### src/rtl/ecc_mem_reader_if.sv
// Bus bundle between the controller/syn_mem side and the ECC reader.
// Carries the en/start/ready handshake, memory read port and parity result.
interface ecc_mem_reader_if #(
    parameter int ECC_BITS       = 15,
    parameter int MEM_ADDR_WIDTH = 6,
    parameter int MEM_DATA_WIDTH = 8
);
    logic                      I_en;
    logic                      I_start;
    logic [MEM_DATA_WIDTH-1:0] I_mem_data;
    logic [MEM_ADDR_WIDTH-1:0] O_mem_addr;
    logic                      O_mem_req;
    logic [ECC_BITS-1:0]       O_ecc;
    logic                      O_valid;
    logic                      O_ready;

    modport slave (
        input  I_en, I_start, I_mem_data,
        output O_mem_addr, O_mem_req, O_ecc, O_valid, O_ready
    );

    modport master (
        output I_en, I_start, I_mem_data,
        input  O_mem_addr, O_mem_req, O_ecc, O_valid, O_ready
    );
endinterface

### src/rtl/ecc_mem_reader.sv
// Fetches stored BCH parity bytes from syn_mem and reassembles the parity word.
// Word 0 lands in the LSBs; padding bits of the last word are dropped.
module ecc_mem_reader #(
    parameter int ECC_BITS        = 15,
    parameter int MEM_ADDR_WIDTH  = 6,
    parameter int MEM_DATA_WIDTH  = 8,
    parameter int MEM_ECC_ST_ADDR = 48
) (
    input  logic               I_clk,
    input  logic               I_rst_n,
    ecc_mem_reader_if.slave    bus
);
    localparam int NB = (ECC_BITS + MEM_DATA_WIDTH - 1) / MEM_DATA_WIDTH;
    localparam int CW = $clog2(NB + 2);
    localparam logic [MEM_ADDR_WIDTH-1:0] L_ST = MEM_ADDR_WIDTH'(MEM_ECC_ST_ADDR);
    localparam logic [CW-1:0] L_ISSUE = CW'(NB - 1);
    localparam logic [CW-1:0] L_LAST  = CW'(NB);

    typedef enum logic [1:0] {
        S_IDLE,
        S_FETCH,
        S_DRAIN,
        S_DONE
    } state_t;

    state_t                    r_state, w_state;
    logic [MEM_ADDR_WIDTH-1:0] r_addr,  w_addr;
    logic                      r_req,   w_req;
    logic [ECC_BITS-1:0]       r_ecc,   w_ecc;
    logic                      r_valid, w_valid;
    logic                      r_ready, w_ready;
    logic [CW-1:0]             r_cnt,   w_cnt;
    logic [ECC_BITS-1:0]       w_cap;

    // r_cnt holds the edge index of the previous edge; data for word r_cnt-1
    // is on I_mem_data now (one-cycle syn_mem latency after address issue).
    always_comb begin
        w_cap = r_ecc;
        for (int i = 0; i < ECC_BITS; i++) begin
            if ((i / MEM_DATA_WIDTH) == (int'(r_cnt) - 1))
                w_cap[i] = bus.I_mem_data[i % MEM_DATA_WIDTH];
        end
    end

    always_comb begin
        w_state = r_state;
        w_addr  = r_addr;
        w_req   = r_req;
        w_ecc   = r_ecc;
        w_valid = r_valid;
        w_ready = r_ready;
        w_cnt   = r_cnt;
        unique case (r_state)
            S_IDLE, S_DONE: begin
                if (bus.I_start) begin
                    w_state = S_FETCH;
                    w_ecc   = '0;
                    w_valid = 1'b0;
                    w_addr  = L_ST;
                    w_req   = 1'b1;
                    w_ready = 1'b0;
                    w_cnt   = '0;
                end
            end
            S_FETCH: begin
                w_cnt = r_cnt + CW'(1);
                if (r_cnt < L_ISSUE)
                    w_addr = r_addr + MEM_ADDR_WIDTH'(1);
                if (r_cnt != '0)
                    w_ecc = w_cap;
                if (r_cnt == L_ISSUE)
                    w_state = S_DRAIN;
            end
            S_DRAIN: begin
                w_cnt = r_cnt + CW'(1);
                w_ecc = w_cap;
                if (r_cnt == L_LAST) begin
                    w_state = S_DONE;
                    w_valid = 1'b1;
                    w_req   = 1'b0;
                    w_ready = 1'b1;
                end
            end
            default: w_state = S_IDLE;
        endcase
        // Disable aborts from any state and wipes the partial result.
        if (!bus.I_en) begin
            w_state = S_IDLE;
            w_addr  = L_ST;
            w_req   = 1'b0;
            w_ecc   = '0;
            w_valid = 1'b0;
            w_ready = 1'b1;
            w_cnt   = '0;
        end
    end

    always_ff @(posedge I_clk or negedge I_rst_n) begin
        if (!I_rst_n) begin
            r_state <= S_IDLE;
            r_addr  <= L_ST;
            r_req   <= 1'b0;
            r_ecc   <= '0;
            r_valid <= 1'b0;
            r_ready <= 1'b1;
            r_cnt   <= '0;
        end else begin
            r_state <= w_state;
            r_addr  <= w_addr;
            r_req   <= w_req;
            r_ecc   <= w_ecc;
            r_valid <= w_valid;
            r_ready <= w_ready;
            r_cnt   <= w_cnt;
        end
    end

    assign bus.O_mem_addr = r_addr;
    assign bus.O_mem_req  = r_req;
    assign bus.O_ecc      = r_ecc;
    assign bus.O_valid    = r_valid;
    assign bus.O_ready    = r_ready;
endmodule

### src/flat_wrapper.sv
// flat-port wrapper written by rule: the top's interface ports become plain ports
module ecc_mem_reader_flat 
#(
    parameter int ECC_BITS        = 15,
    parameter int MEM_ADDR_WIDTH  = 6,
    parameter int MEM_DATA_WIDTH  = 8,
    parameter int MEM_ECC_ST_ADDR = 48
)
  (I_clk, I_rst_n, bus_I_en, bus_I_start, bus_I_mem_data, bus_O_mem_addr, bus_O_mem_req, bus_O_ecc, bus_O_valid, bus_O_ready);
  ecc_mem_reader_if #(.ECC_BITS(ECC_BITS), .MEM_ADDR_WIDTH(MEM_ADDR_WIDTH), .MEM_DATA_WIDTH(MEM_DATA_WIDTH)) bus_i ();
  input  logic I_clk;
  input  logic I_rst_n;
  input wire logic [$bits(bus_i.I_en)-1:0] bus_I_en;
  input wire logic [$bits(bus_i.I_start)-1:0] bus_I_start;
  input wire logic [$bits(bus_i.I_mem_data)-1:0] bus_I_mem_data;
  output wire logic [$bits(bus_i.O_mem_addr)-1:0] bus_O_mem_addr;
  output wire logic [$bits(bus_i.O_mem_req)-1:0] bus_O_mem_req;
  output wire logic [$bits(bus_i.O_ecc)-1:0] bus_O_ecc;
  output wire logic [$bits(bus_i.O_valid)-1:0] bus_O_valid;
  output wire logic [$bits(bus_i.O_ready)-1:0] bus_O_ready;
  assign bus_i.I_en = bus_I_en;
  assign bus_i.I_start = bus_I_start;
  assign bus_i.I_mem_data = bus_I_mem_data;
  assign bus_O_mem_addr = bus_i.O_mem_addr;
  assign bus_O_mem_req = bus_i.O_mem_req;
  assign bus_O_ecc = bus_i.O_ecc;
  assign bus_O_valid = bus_i.O_valid;
  assign bus_O_ready = bus_i.O_ready;
  ecc_mem_reader #(.ECC_BITS(ECC_BITS), .MEM_ADDR_WIDTH(MEM_ADDR_WIDTH), .MEM_DATA_WIDTH(MEM_DATA_WIDTH), .MEM_ECC_ST_ADDR(MEM_ECC_ST_ADDR)) u_core (.I_clk(I_clk), .I_rst_n(I_rst_n), .bus(bus_i));
endmodule
### config.mk
export PLATFORM = sky130hd
export DESIGN_NAME = ecc_mem_reader_flat
export DESIGN_NICKNAME = d
export VERILOG_FILES = /design/src/rtl/ecc_mem_reader_if.sv /design/src/rtl/ecc_mem_reader.sv /design/src/flat_wrapper.sv
export SDC_FILE = /design/constraint.sdc
export NUM_CORES = 1
export LEC_CHECK = 0
export ABC_CLOCK_PERIOD_IN_PS = 2300
export CAP_MARGIN = 5
export CORE_MARGIN = 5
export CORE_UTILIZATION = 49
export DETAILED_ROUTE_END_ITERATION = 6
export PLACE_DENSITY = 0.81
export RECOVER_POWER = 100
export SYNTH_ARGS = -nofsm -noshare
export SYNTH_HDL_FRONTEND = slang
export SYNTH_SLANG_ARGS = --single-unit
### constraint.sdc
create_clock -name I_clk -period 2.3 [get_ports I_clk]
set_input_delay 0.46 -clock I_clk [delete_from_list [all_inputs] [get_ports I_clk]]
set_output_delay 0.46 -clock I_clk [all_outputs]
set_load 0.01 [all_outputs]
# After elaboration in Yosys (flattened, before gate mapping)
# Cells that the tools add are included.
# word_totals
inputBits	12
latchBits	0
output_inout_bits	24
romBits	0
mem_bits_rw	0
memories	0
regBits	28
# op_classes
n_mul	0
n_eq_ne	13
n_reduce_logical	9
shifts	0
add_sub_neg	3
order_cmp	1
div	0
bitwise_logic	0
n_mux	40
# op_table
op	count
2-to-1 mux 15 bit	3
case mux 15 bit (3 select lines)	1
== test 2 x 32 -> 1 bit, first input constant	1
zero test 32 bit	1
2-to-1 mux 1 bit	22
2-to-1 mux 6 bit	3
2-to-1 mux 2 bit	6
!= test 3 x 2 -> 1 bit, second input constant	4
case mux 6 bit (2 select lines)	1
AND reduction 3 bit	3
adder 6 x 1 -> 6 bit, second input constant	1
== test 2 bit, second input constant	3
!= test 3 x 1 -> 1 bit, second input constant	2
case mux 2 bit (3 select lines)	1
== test 2 x 1 -> 1 bit, second input constant	2
case mux 1 bit (2 select lines)	2
case mux 2 bit (2 select lines)	1
OR reduction 2 bit	2
!= test 3 bit, second input constant	1
subtractor 2 x 1 -> 3 bit, second input constant	1
adder 2 x 1 -> 2 bit, second input constant	1
zero test 2 bit	1
< comparator 2 x 1 -> 1 bit, second input constant	1
AND reduction 2 bit	1
nonzero test 2 bit	1

# Depth between registers and ports, before layout
# Gate-level depths: netlist of the first run.
# logic_depth
depth_word	6
ltp_mapped	6
ltp_nobuf	5

# Least setup slack after synthesis of the first run
# Ideal clock, no wire load.
# synth_timing
path_kind	reg2reg
startpoint	register u_core.r_state[0]
endpoint	register u_core.r_ecc[10] (netlist: u_core.bus.O_ecc[10])
slack_ps	598
arrival_ps	1578
path_stages_with_launch	7
n_path_buf	1
required_time_ps	2175
setup_time_ps	125
cell_sequence	dfrtp_1 -> inv_1 -> ha_1 -> buf_6 -> mux2i_1 -> o21ai_4 -> mux2_2
# synth_between
elab_chain_len	4
word_cells_on_any_way	10
# synth_lines
item	line_no	rtl
start: declaration	ecc_mem_reader.sv:26	state_t r_state, w_state;
start signal: assignment	ecc_mem_reader.sv:108	r_state <= w_state;
== test 2 bit / zero test 2 bit (equally long branches)	ecc_mem_reader.sv:53	unique case (r_state)
OR reduction 2 bit	ecc_mem_reader.sv:53	
case mux 15 bit (3 select lines) / != test 3 bit (equally long branches)	-	
2-to-1 mux 15 bit / AND reduction 2 bit (equally long branches)	-	
end signal: assignment	ecc_mem_reader.sv:111	r_ecc <= w_ecc;
end: declaration	ecc_mem_reader.sv:29	logic [ECC_BITS-1:0] r_ecc, w_ecc;
# Parallel ways exist; a longest one is shown, timed or not.
# A chain may end at the register's enable or synchronous reset.

# Worst setup path after layout of the first run
# layout_timing
startpoint	register u_core.r_state[0]
endpoint	register u_core.r_cnt[0]
# layout_between
elab_chain_len	4
word_cells_on_any_way	9
# layout_lines
item	line_no	rtl
== test 2 x 1 -> 1 bit (tied with other cells)	ecc_mem_reader.sv:53	
OR reduction 2 bit, on equally long branches	-	
case mux 2 bit (2 select lines)	ecc_mem_reader.sv:53	
2-to-1 mux 2 bit	ecc_mem_reader.sv:87	if (!bus.I_en) begin
end signal: assignment	ecc_mem_reader.sv:114	r_cnt <= w_cnt;
end: declaration	ecc_mem_reader.sv:32	logic [CW-1:0] r_cnt, w_cnt;
# Parallel ways exist; a longest one is shown, timed or not.

==> results of run 1 <==
[cells in the mapped netlist, types with 2 or more instances]
cell type	number
ha_1	9
o21ai_0	3
or4_1	2
dfstp_2	3
mux2i_1	9
or3_1	4
a21oi_1	5
buf_6	2
dfrtp_1	25
nand2_1	7
nor3_1	2
nand3_1	3
o31ai_1	3
mux2_2	14
inv_1	9
and3_1	2
nor2_1	2
buf_4	2
and2_1	8
nor4_1	2
nor2b_1	5
[sequential cells by signal (all words and copies together), names as in the netlist]
name and count:
u_core.bus.O_ready 1, u_core.bus.O_ecc 15, u_core.r_cnt 2, u_core.bus.O_mem_req 1, u_core.bus.O_valid 1, u_core.bus.O_mem_addr 6, u_core.r_state 2
[metal layers]
| metal | vias up | routed length [um] |
|---|---|---|
| li1 | 548 | - |
| met1 | 564 | 1434 |
| met3 | 10 | 175 |
| met2 | 34 | 1630 |
| met5 | - | 0 |
| met4 | 0 | 82 |
[worst max-delay path: cells and delay by family (launching register included)]
family / cells / cell delay, ns
and+or+nand+nor: 2 / 0.52
adders and majority gates: 1 / 0.54
buffers and inverters: 2 / 0.31
AOI/OAI and AO/OA: 1 / 0.23
DFF: 1 / 0.40
[layout make-up]
cell class                      instances  area, um2  share of cell area
Multi-Input combinational cell         92      720.7              0.3775
Sequential cell                        28      704.4              0.3689
Timing Repair Buffer                   38      369.1              0.1933
Tap cell                               33      41.29             0.02163
Inverter                               10      37.54             0.01966
Clock buffer                            4      36.28             0.01900
[worst paths after layout]
check / slack (ns) / to / cells past startpoint / from
max: 0.20 / u_core.r_cnt[0] / 6 / u_core.r_state[0]
min: 0.52 / u_core.bus.O_ecc[3] / 1 / u_core.bus.O_ecc[3]
max reg2reg: 0.20 / u_core.r_cnt[0] / 6 / u_core.r_state[0]
min reg2reg: 0.52 / u_core.bus.O_ecc[3] / 1 / u_core.bus.O_ecc[3]
max in group asynchronous: 0.49 / u_core.bus.O_ecc[7] / 2 / I_rst_n
min in group asynchronous: 0.93 / u_core.bus.O_mem_addr[0] / 2 / I_rst_n
[through the flow]
stage | cell area (um2) | util
floorplan | 1514 | -
global placement | 1891 | 0.6296
detailed placement | 1891 | 0.6296
CTS | 1927 | 0.6417
global route | 1909 | 0.6358
finish | 1909 | 0.6358
[power groups by stage]
stage | clock network, W | logic (W) | registers (W)
after floorplan | 0 | 0.000598 | 0.000769
after global placement | 0 | 0.000963 | 0.000723
after detailed placement | 0 | 0.00100 | 0.000729
after CTS | 0.000253 | 0.00101 | 0.000721
after global routing | 0.000280 | 0.00105 | 0.000730
final | 0.000245 | 0.000952 | 0.000715
[logic make-up (layout without fill, tap and decap cells)]
group,count (synthesis),count (layout),share of synthesized area
buf+inv,14,52,0.04958
fa+ha+maj,9,9,0.07438
mux,23,23,0.1636
flops,28,28,0.4653
compound gates,18,18,0.08265
simple gates,42,42,0.1645
==> impl_metrics.py, run 1 <==
metrics = {
    "clock_network": {
        "hold_buffers": 0,
        "cts_resized": 0,
        "numCtsBuffers": 3,
        "cts_tree": "built",
        "clock_sinks": 28,
        "clock_latency_ns": 0.33,
        "clk_path_buf_depth": 2,
        "htree_levels": 1,
        "cts-root-buf": "clkbuf_4",
        "path_clk_slew_ns": 0.15,
        "post-cts-setup-buffers": 0,
    },
    "power_and_ir_drop": {
        "leakagePower_nw": 0.9002,
        "power_density_nw_per_um2": 1001,
        "pwr-share-seq": 0.374,
        "pwr-share-clk": 0.128,
        "internal-power_w": 0.001184,
        "switching_share": 0.3809,
        "max-vdd-ir-drop_mv": 0.5495,
        "combPwrFrac": 0.498,
        "p_switching_w": 0.0007282,
        "total_power_w": 0.001912,
    },
    "synthesis": {
        "yosys_warnings": 0,
        "syn_area_um2": 1514,
        "synthFlopType": "dfrtp_1",
        "netlist.area_leader.share": 0.4132,
        "syn_inst": 134,
        "synth_top_cell_by_area": "dfrtp_1",
        "synth-seq-area-share": 0.4653,
        "synth_edf_count": 0,
        "synth_nets": 155,
        "async_flop_share": 1.000,
        "ys_top_cells_by_area": "dfrtp_1 41%, mux2_2 10%, ha_1 7.4%",
        "yosys.cell_types.count": 34,
        "synth-seq-cells": 28,
        "syn_area_per_cell_um2": 11.30,
    },
    "cells_and_area": {
        "final_nets": 194,
        "layout_common_cells": "25 x dfrtp_1, 24 x dlygate4sd3_1, 14 x mux2_2, 11 x clkdlybuf4s50_1",
        "fillers": 253,
        "drive_gt1_frac": 0.1512,
        "fin_cells": 205,
        "final_common_cell": "dfrtp_1",
        "syn2layout_area_growth_pct": 26.12,
        "antenna_cells": 0,
    },
    "job": {
        "cap_violations": 1,
    },
    "sta": {
        "hold_violations": 0,
        "setup_tns_ns": 0,
        "finalWorstSetupSlack_ns": 0.2002,
        "tightest_slew_ns": 1.520,
        "rsz0062_at_grt": "false",
        "whs_ns": 0.5171,
        "drv_slew": 29,
        "fin_crit_sh": 0.9130,
        "slew_headroom": -0.01307,
        "min_period_ns": 2.100,
        "skew_ns": 0.007491,
        "fmaxAchievable_mhz": 476.2,
        "setup_viol": 0,
    },
    "setup_path": {
        "cp_slowest_cell": "ha_1",
        "critical_path.max_stage_delay_ns": 0.54,
        "worstPathArrival_ns": 2.34,
        "path_max_fanout": 12,
        "crit_chain": "inv_1 > ha_1 > nor2b_1 > buf_4 > nor2_1 > a211oi_1",
        "startpoint_type": "register",
        "end_kind": "register",
        "cp.required_ns": 2.54,
        "critPathKind": "register to register",
    },
    "detailed_routing": {
        "viasPerCell": 5.639,
        "drc_errors": 0,
        "drt_iter0_drc": 46,
        "wl_per_cell_um": 16.21,
        "postRouteAntennaNets": 0,
        "wirelength_um": 3323,
        "vias": 1156,
        "drt-pass1-iter-count": 4,
    },
    "grt": {
        "antenna_found_initial": 0,
        "grt_pass1_wl_um": 5658,
        "grt_util_met1": 0.1959,
        "grt.overflow.total": 0,
        "use_met2": 0.2832,
        "grt_pass1_vias": 1249,
        "globalRouteMet3Util": 0.04957,
        "grtUsageTotal": 0.1707,
        "grt_max_degree": 29,
        "busiest_layer": "met2",
    },
    "placed_design": {
        "dp_slack_ns": 0.2121,
        "port_buffers": 35,
        "dp_cells": 201,
        "place.gp.congestion": 0.8269,
        "dp_hpwl_um": 2494,
    },
    "die": {
        "die_x_um": 65.59,
        "initial_core_util": 0.5042,
        "ios": 36,
        "dieArea_um2": 4301,
        "die_y_um": 65.59,
        "core-area_um2": 3003,
        "std_cell_rows": 20,
    },
    "min_path": {
        "hp-class": "register to register",
    },
    "outcome": {
        "failed_checks": "max-capacitance violations, max-slew violations",
        "outcome": "finished with violations",
    },
}
(Power assumes the default switching activity.)
==> inputs of run 2 (changes only) <==
- RECOVER_POWER: 100 -> unset
==> run 2 against run 1 <==
Net effect: global-route usage unchanged; worst setup slack got worse by 0.027 ns; first-iteration DRC count decreased by 13%; the flow now finishes without violations; power increased by 3.1%; non-clock buffer count unchanged; register-to-register slack got worse by 0.03 ns; critical path depth unchanged.
==> impl_metrics.py, run 2 (synthesized netlist as in run 1, its figures left out) <==
metrics = {
    "grt": {
        "grt.overflow.total": 0,
        "grt_pass1_vias": 1249,
        "antenna_found_initial": 0,
        "grt_pass1_wl_um": 5658,
        "grt_max_degree": 29,
        "grtUsageTotal": 0.1707,
    },
    "sta": {
        "hold_violations": 0,
        "slew_headroom": 0.6700,
        "skew_ns": 0.007763,
        "setup_tns_ns": 0,
        "tightest_slew_ns": 0.4940,
        "fin_crit_sh": 0.9249,
        "setup_viol": 0,
        "rsz0062_at_grt": "false",
        "drv_slew": 0,
        "fmaxAchievable_mhz": 470.1,
        "min_period_ns": 2.127,
    },
    "clock_network": {
        "hold_buffers": 0,
        "post-cts-setup-buffers": 0,
        "path_clk_slew_ns": 0.15,
        "clock_latency_ns": 0.34,
        "cts_resized": 0,
        "numCtsBuffers": 3,
        "cts_tree": "built",
        "cts-root-buf": "clkbuf_4",
        "clock_sinks": 28,
        "htree_levels": 1,
        "clk_path_buf_depth": 2,
    },
    "power_and_ir_drop": {
        "total_power_w": 0.001971,
        "power_density_nw_per_um2": 1023,
        "leakagePower_nw": 0.8486,
        "max-vdd-ir-drop_mv": 0.5704,
    },
    "cells_and_area": {
        "final_nets": 194,
        "drive_gt1_frac": 0.1628,
        "syn2layout_area_growth_pct": 27.27,
        "layout_common_cells": "35 x clkdlybuf4s50_1, 25 x dfrtp_1, 14 x mux2_2",
        "largest_reg_flops": 15,
        "fillers": 249,
        "final_common_cell": "clkdlybuf4s50_1",
        "antenna_cells": 0,
    },
    "die": {
        "die_x_um": 65.59,
        "initial_core_util": 0.5042,
        "ios": 36,
        "dieArea_um2": 4301,
        "std_cell_rows": 20,
        "die_y_um": 65.59,
        "core-area_um2": 3003,
    },
    "placed_design": {
        "place.gp.congestion": 0.8269,
        "port_buffers": 35,
        "dp_hpwl_um": 2494,
    },
    "outcome": {
        "outcome": "finished, final reports clean",
    },
    "detailed_routing": {
        "drc_errors": 0,
        "postRouteAntennaNets": 0,
        "drt-pass1-iter-count": 4,
        "viasPerCell": 5.668,
        "vias": 1162,
        "wl_per_cell_um": 16.33,
        "wirelength_um": 3347,
        "drt_iter0_drc": 40,
    },
    "setup_path": {
        "worstPathArrival_ns": 2.37,
        "critPathKind": "register to register",
        "end_kind": "register",
        "startpoint_type": "register",
        "cp.required_ns": 2.54,
        "path_max_fanout": 12,
    },
    "job": {
        "cap_violations": 0,
    },
    "min_path": {
        "hp-class": "input pin to async pin",
    },
}
[run 2: cell count changes in the layout (fill, tap and decap cells not counted), sizes merged]
cell	previous run	this run
buf	2	3
clkdlybuf4s50	11	35
dlygate4sd3	24	0
clkbuf	5	4
[run 2: worst max-delay path, stage by stage, from the launching register on]
cell,delay (ns)
dfrtp_1,0.40
inv_1,0.07
ha_1,0.53
nor2b_1,0.48
buf_4,0.24
nor2_1,0.06
a211oi_1,0.23
[run 2: routing by layer]
layer | global-route usage | part of all wire | up-vias | routed length (um)
li1 | - | - | 551 | -
met1 | 0.1959 | 0.43 | 560 | 1427
met2 | 0.2832 | 0.49 | 41 | 1630
met3 | 0.04957 | 0.062 | 10 | 207
met4 | 0.09585 | 0.024 | 0 | 82
met5 | 0 | 0 | - | 0
[run 2: final timing paths]
check,cells past startpoint,endpoint,slack (ns),from
max,6,u_core.r_cnt[0],0.17,u_core.r_state[0]
min,2,u_core.bus.O_mem_addr[0],0.48,I_rst_n
max reg2reg,6,u_core.r_cnt[0],0.17,u_core.r_state[0]
min reg2reg,1,u_core.bus.O_ecc[3],0.52,u_core.bus.O_ecc[3]
max in group asynchronous,2,u_core.bus.O_ready,1.51,I_rst_n
min in group I_clk,1,u_core.bus.O_ecc[3],0.52,u_core.bus.O_ecc[3]
[run 2: area by class of cell]
cell class                 count  area (um2)  share of cell area
tap                           33       41.29             0.02143
multi-input combinational     92       734.5              0.3812
timing repair buffer          38       372.9              0.1935
clock buffer                   4       36.28             0.01883
sequential                    28       704.4              0.3656
inverter                      10       37.54             0.01948
[run 2: through the flow]
stage / area (um2) / cells / hold WS, ns / setup slack, ns / utilization
6_report: 1927 / 205 / 0.4769 / 0.1727 / 0.6417
3_5_place_dp: 1891 / 201 / 0.4948 / 0.2121 / 0.6296
4_1_cts: 1927 / 205 / 0.4836 / 0.1943 / 0.6417
5_1_grt: 1927 / 205 / 0.5034 / 0.04018 / 0.6417
3_3_place_gp: 1891 / 201 / 0.4900 / 0.2715 / 0.6296
2_1_floorplan: 1514 / 134 / 0.1644 / 0.5975 / -
[run 2: power breakdown]
group          internal, W  switching [W]
combinational     0.000502       0.000504
sequential        0.000630      0.0000896
clock            0.0000971       0.000148
==> inputs of run 3 (changes only) <==
- ABC_CLOCK_PERIOD_IN_PS: 2300 -> unset
==> results of run 3 <==
The final DEF is identical to that of run 2; final timing and power are the same.
